`src/rtl/me_frame_scheduler.sv`:
```
// Frame scheduler for the motion-estimation datapath: packs serial pixel bytes into SRAM A rows,
// copies the block to SRAM B, then steps the processor through every search position.
module me_frame_scheduler #(
    parameter int unsigned ROWS          = 16,
    parameter int unsigned BYTES_PER_ROW = 256,
    parameter int unsigned NUM_POS       = 9,
    parameter int unsigned ADDR_W        = 12
) (
    input  logic              wb_clk_i,
    input  logic              wb_rst_i,
    input  logic              enable,
    input  logic              abort,
    input  logic              pix_valid,
    input  logic              proc_done,
    output logic              row_wr_en,
    output logic [ADDR_W-1:0] row_wr_addr,
    output logic              xfer_en,
    output logic [ADDR_W-1:0] xfer_addr,
    output logic              cmp_en,
    output logic [3:0]        cmp_pos,
    output logic              frame_done,
    output logic              busy,
    output logic              overrun,
    output logic [2:0]        state
);

    localparam int unsigned BYTE_W = (BYTES_PER_ROW > 1) ? $clog2(BYTES_PER_ROW) : 1;
    localparam logic [BYTE_W-1:0] LAST_BYTE = BYTE_W'(BYTES_PER_ROW - 1);
    localparam logic [ADDR_W-1:0] LAST_ROW  = ADDR_W'(ROWS - 1);
    localparam logic [3:0]        LAST_POS  = 4'(NUM_POS - 1);

    typedef enum logic [2:0] {
        StIdle     = 3'd0,
        StFill     = 3'd1,
        StXfer     = 3'd2,
        StCmpIssue = 3'd3,
        StCmpWait  = 3'd4,
        StDone     = 3'd5
    } state_e;

    state_e              r_state;
    logic [BYTE_W-1:0]   r_byte;
    logic [ADDR_W-1:0]   r_row;
    logic [3:0]          r_pos;
    logic                r_row_wr_en;
    logic [ADDR_W-1:0]   r_row_wr_addr;
    logic                r_xfer_en;
    logic [ADDR_W-1:0]   r_xfer_addr;
    logic                r_cmp_en;
    logic [3:0]          r_cmp_pos;
    logic                r_frame_done;
    logic                r_busy;
    logic                r_overrun;

    always_ff @(posedge wb_clk_i or negedge wb_rst_i) begin
        if (!wb_rst_i) begin
            r_state       <= StIdle;
            r_byte        <= '0;
            r_row         <= '0;
            r_pos         <= '0;
            r_row_wr_en   <= 1'b0;
            r_row_wr_addr <= '0;
            r_xfer_en     <= 1'b0;
            r_xfer_addr   <= '0;
            r_cmp_en      <= 1'b0;
            r_cmp_pos     <= '0;
            r_frame_done  <= 1'b0;
            r_busy        <= 1'b0;
            r_overrun     <= 1'b0;
        end else begin
            r_row_wr_en  <= 1'b0;
            r_xfer_en    <= 1'b0;
            r_cmp_en     <= 1'b0;
            r_frame_done <= 1'b0;
            if (abort) begin
                r_state   <= StIdle;
                r_busy    <= 1'b0;
                r_byte    <= '0;
                r_row     <= '0;
                r_pos     <= '0;
                r_cmp_pos <= '0;
            end else begin
                if (pix_valid && r_state != StFill) begin
                    r_overrun <= 1'b1;
                end
                case (r_state)
                    StIdle: begin
                        if (enable) begin
                            r_state <= StFill;
                            r_busy  <= 1'b1;
                            r_byte  <= '0;
                            r_row   <= '0;
                            r_pos   <= '0;
                        end
                    end
                    StFill: begin
                        if (pix_valid) begin
                            if (r_byte == LAST_BYTE) begin
                                r_byte        <= '0;
                                r_row_wr_en   <= 1'b1;
                                r_row_wr_addr <= r_row;
                                // Last row write lands in the same cycle the block moves to XFER.
                                if (r_row == LAST_ROW) begin
                                    r_row   <= '0;
                                    r_state <= StXfer;
                                end else begin
                                    r_row <= r_row + 1'b1;
                                end
                            end else begin
                                r_byte <= r_byte + 1'b1;
                            end
                        end
                    end
                    StXfer: begin
                        if (r_xfer_en && r_xfer_addr == LAST_ROW) begin
                            r_state   <= StCmpIssue;
                            r_cmp_en  <= 1'b1;
                            r_cmp_pos <= r_pos;
                        end else begin
                            r_xfer_en   <= 1'b1;
                            r_xfer_addr <= r_xfer_en ? r_xfer_addr + 1'b1 : '0;
                        end
                    end
                    StCmpIssue: begin
                        r_state <= StCmpWait;
                    end
                    StCmpWait: begin
                        if (proc_done) begin
                            if (r_pos == LAST_POS) begin
                                r_state      <= StDone;
                                r_frame_done <= 1'b1;
                            end else begin
                                r_pos     <= r_pos + 4'd1;
                                r_cmp_pos <= r_pos + 4'd1;
                                r_cmp_en  <= 1'b1;
                                r_state   <= StCmpIssue;
                            end
                        end
                    end
                    StDone: begin
                        if (enable) begin
                            r_state <= StFill;
                            r_byte  <= '0;
                            r_row   <= '0;
                            r_pos   <= '0;
                        end else begin
                            r_state <= StIdle;
                            r_busy  <= 1'b0;
                        end
                    end
                    default: begin
                        r_state <= StIdle;
                        r_busy  <= 1'b0;
                    end
                endcase
            end
        end
    end

    assign row_wr_en   = r_row_wr_en;
    assign row_wr_addr = r_row_wr_addr;
    assign xfer_en     = r_xfer_en;
    assign xfer_addr   = r_xfer_addr;
    assign cmp_en      = r_cmp_en;
    assign cmp_pos     = r_cmp_pos;
    assign frame_done  = r_frame_done;
    assign busy        = r_busy;
    assign overrun     = r_overrun;
    assign state       = r_state;

endmodule

```
`config.mk`:
```
export PLATFORM = sky130hd
export DESIGN_NAME = me_frame_scheduler
export DESIGN_NICKNAME = d
export VERILOG_FILES = /design/src/rtl/me_frame_scheduler.sv
export SDC_FILE = /design/constraint.sdc
export NUM_CORES = 1
export LEC_CHECK = 0
export ABC_AREA = 1
export CAP_MARGIN = 20
export CORE_MARGIN = 3
export CORE_UTILIZATION = 44
export CTS_CLUSTER_SIZE = 20
export DETAILED_ROUTE_END_ITERATION = 8
export DONT_BUFFER_PORTS = 1
export HOLD_SLACK_MARGIN = 0.08
export SYNTH_ARGS = -nofsm -noshare
export SYNTH_HDL_FRONTEND = slang
export SYNTH_SLANG_ARGS = --single-unit
```
`constraint.sdc`:
```
create_clock -name wb_clk_i -period 2.3 [get_ports wb_clk_i]
set_clock_uncertainty 0.1 [all_clocks]
set_input_delay 0.46 -clock wb_clk_i [delete_from_list [all_inputs] [get_ports wb_clk_i]]
set_output_delay 0.46 -clock wb_clk_i [all_outputs]
set_load 0.05 [all_outputs]
```
==> impl_metrics.tcl <==
set metrics [dict create \
    clock_sink_count 61 \
    post_layout_nonfiller_instances 612 \
    n_antenna_cell 0 \
    gpl.final_weighted_congestion 0.8370 \
    drt_drc_violations_left 0 \
    routed_via_density 5.149 \
    hold_start "abort" \
    yosys.cell_types.count 35 \
    placed_area_sq_mm 0.003754 \
    seq_area_sq_mm 0.001526 \
    holdWs_ns 0.1777 \
    postSynthAreaPerCell_sq_um 7.350 \
    timing.final.hold_violations 0 \
    yosysSeqAreaShare 0.4291 \
    detailroute.via_count 3151 \
    max_fclk_ghz 0.5089 \
    clk_transition_reported_paths_ns 0.07 \
    cts_tree "yes" \
    setup_viol 0 \
    hold_path.class "in2reg" \
    io_pins 43 \
    grt_pass1_vias 3086 \
    final_common_cell "sky130_fd_sc_hd__nand2_1" \
    cell_count_after_placement 593 \
    post_synth_instance_area_sq_mm 0.003557 \
    power.static_leakage_uw 0.001930 \
    timing.hold.worst_path_depth 3 \
    placement.io_buffers 0 \
    timing.critical_path.to_type "register" \
    dieArea_sq_mm 0.009200 \
    worst_margin_slew_ns 0.4804 \
    path_class "reg2reg" \
    violation_count_after_the_first_detailed_routing_iteration 134 \
    max_cap_check_violation_count 0 \
    finalWorstSetupSlack_ns 0.3351 \
    finalCriticalPeriod_ns 1.965 \
    global_route.usage.total 0.1961 \
    setup.worst_path.start_class "register" \
    maxSlewHeadroom 0.6797 \
    worst_r2r_path_depth 10 \
    design.final.nets 516 \
    peakVddDrop_mv 0.5980 \
    grt_antenna_before_repair 0 \
    chipWidth_um 95.92 \
    finish.instance_area_sq_mm 0.004026 \
    finalMaxSlewViolations 0 \
    antenna_violating_nets_post_route 0 \
    rsz_0062_raised_after_global_routing "false" \
    cp_data_required_time_ns 2.43 \
    grt_overflow_total 0 \
    synthesis.nets 495 \
    clock_tree.root_cell "sky130_fd_sc_hd__clkbuf_8" \
    leading_cell_types_in_the_layout_fill_and_taps_excluded "sky130_fd_sc_hd__nand2_1 (145), sky130_fd_sc_hd__dfrtp_1 (61), sky130_fd_sc_hd__inv_1 (55)" \
    fp-row-count 32 \
    post-place-ws_ns 0.3553 \
    clk-insertion-delay-late_ns 0.34 \
    cts_buffer_depth 2 \
    dp_hpwl_mm 5.672 \
    layout.filler_cells 763 \
    final_layout_size_suffix_gt1_frac 0.1098 \
    drt_wl_total_mm 8.039 \
    crit-reg2reg-capture "r_row[11]$_DFFE_PN0P_" \
    cts_repair_resize_count 0 \
    wl_per_cell_um 13.14 \
    flow.area_growth_from_synthesis_pct 13.19 \
    whs_endpoint "r_row[8]$_DFFE_PN0P_" \
    worst_ep_arrival_time_ns 2.09 \
    result_of_the_run "completed" \
    drt_pre_antenna_iters 4 \
    cts_made_buffers 9 \
    synth-warning-count 0 \
    initial_core_util 0.4580 \
    grt_start_max_net_pins 62 \
    placeableCoreArea_sq_mm 0.007767 \
    period_share 0.8543 \
    ys_seq_elements 61 \
    critPathMaxFanout 17 \
    h_tree_levels 3 \
    power_density_mw_per_mm2 841.6 \
    r2r_start "r_byte[0]$_DFFE_PN0P_" \
    die_h_um 95.92 \
    grt_first_pass_wirelength_mm 14.14 \
    slack_of_the_worst_reg_to_reg_path_ns 0.34 \
    synthCells 484 \
    setup_total_negative_slack_ns 0 \
    multi_input_area_sq_mm 0.001739 \
]
-- Yosys cell counts (all sizes together) --
cell type / n / share of area
o22ai: 1 / 0.0018
clkbuf: 3 / 0.0035
nand2: 148 / 0.16
inv: 56 / 0.059
xor2: 8 / 0.020
or2: 1 / 0.0018
ha: 5 / 0.018
o211ai: 2 / 0.0042
nor4: 1 / 0.0060
xnor2: 2 / 0.0049
a22oi: 2 / 0.0042
o21ai: 44 / 0.070
nand4: 12 / 0.021
a21oi: 2 / 0.0028
a31oi: 1 / 0.0018
o21bai: 5 / 0.011
o31ai: 3 / 0.0063
nand3: 54 / 0.079
nand3b: 3 / 0.0063
a31o: 1 / 0.0025
nor3: 2 / 0.0028
dfrtp: 61 / 0.43
buf: 10 / 0.019
nor2: 56 / 0.064
a21o: 1 / 0.0025
-- area by class of cell --
| class | count | area share |
|---|---|---|
| multi-input combinational | 354 | 0.4319 |
| timing repair buffer | 23 | 0.04910 |
| clock buffer | 11 | 0.03512 |
| inverter | 56 | 0.05221 |
| clock inverter | 5 | 0.02082 |
| sequential | 61 | 0.3791 |
| tap | 102 | 0.03170 |
-- report_power, final --
| part | internal, uW | switching [uW] | leakage [uW] |
|---|---|---|---|
| Combinational | 248 | 729 | 0.00103 |
| Sequential | 1160 | 161 | 0.000796 |
| Clock | 642 | 449 | 0.000106 |
| Total | 2050 | 1340 | 0.00193 |
-- sequential cells by signal, indices dropped and copies added (netlist names) --
name,flops
busy,1
cmp_en,1
cmp_pos,4
frame_done,1
overrun,1
r_byte,8
r_pos,4
r_row,12
row_wr_addr,12
row_wr_en,1
state,3
xfer_addr,12
xfer_en,1
-- per-stage QoR --
stage	util	power, uW
floorplan	-	2052
global placement	0.4832	2283
detailed placement	0.4832	2285
CTS	0.5184	3423
global route	0.5184	3609
finish	0.5184	3389
-- worst max-delay path, cell delays in order, from the launching register on --
cell,delay (ns)
sky130_fd_sc_hd__dfrtp_1,0.39
sky130_fd_sc_hd__ha_1,0.21
sky130_fd_sc_hd__nand2_2,0.08
sky130_fd_sc_hd__nor2_4,0.15
sky130_fd_sc_hd__nand3_4,0.10
sky130_fd_sc_hd__nand2_2,0.09
sky130_fd_sc_hd__nand2_2,0.06
sky130_fd_sc_hd__nor2_4,0.35
sky130_fd_sc_hd__inv_2,0.16
sky130_fd_sc_hd__nand2_1,0.10
sky130_fd_sc_hd__nand2_1,0.05
-- worst max path at each step --
stage / endpoint / start / depth (start not counted) / slack, ns
CTS: r_row[11]$_DFFE_PN0P_ / r_byte[0]$_DFFE_PN0P_ / 10 / 0.34
detailed placement: r_row[11]$_DFFE_PN0P_ / r_byte[0]$_DFFE_PN0P_ / 10 / 0.36
floorplan: xfer_addr[10]$_DFFE_PN0P_ / xfer_addr[0]$_DFFE_PN0P_ / 9 / 0.26
finish: r_row[11]$_DFFE_PN0P_ / r_byte[0]$_DFFE_PN0P_ / 10 / 0.34
global placement: r_row[0]$_DFFE_PN0P_ / state[1]$_DFFE_PN0P_ / 9 / 0.41
global route: r_row[11]$_DFFE_PN0P_ / r_byte[0]$_DFFE_PN0P_ / 10 / 0.11
-- metal layers --
metal	track usage	share of wire	vias to the layer above
met5	0	0	-
met4	0.08886	0.024	0
met3	0.05238	0.067	15
met2	0.3034	0.45	103
met1	0.2562	0.46	1424
li1	-	-	1609
-- timing repair --
item / 4_1_cts / 5_1_grt
hold endpoints to repair: 62 / 0
buffers inserted: 0 / 0
hold buffers: 3 / 0
-- cell families after synthesis --
family / share of synthesized area
simple gates: 0.3398
buf+inv: 0.08196
compound gates: 0.1069
flops: 0.4291
xor+xnor: 0.02462
fa+ha+maj: 0.01759
(Power assumes the default switching activity.)
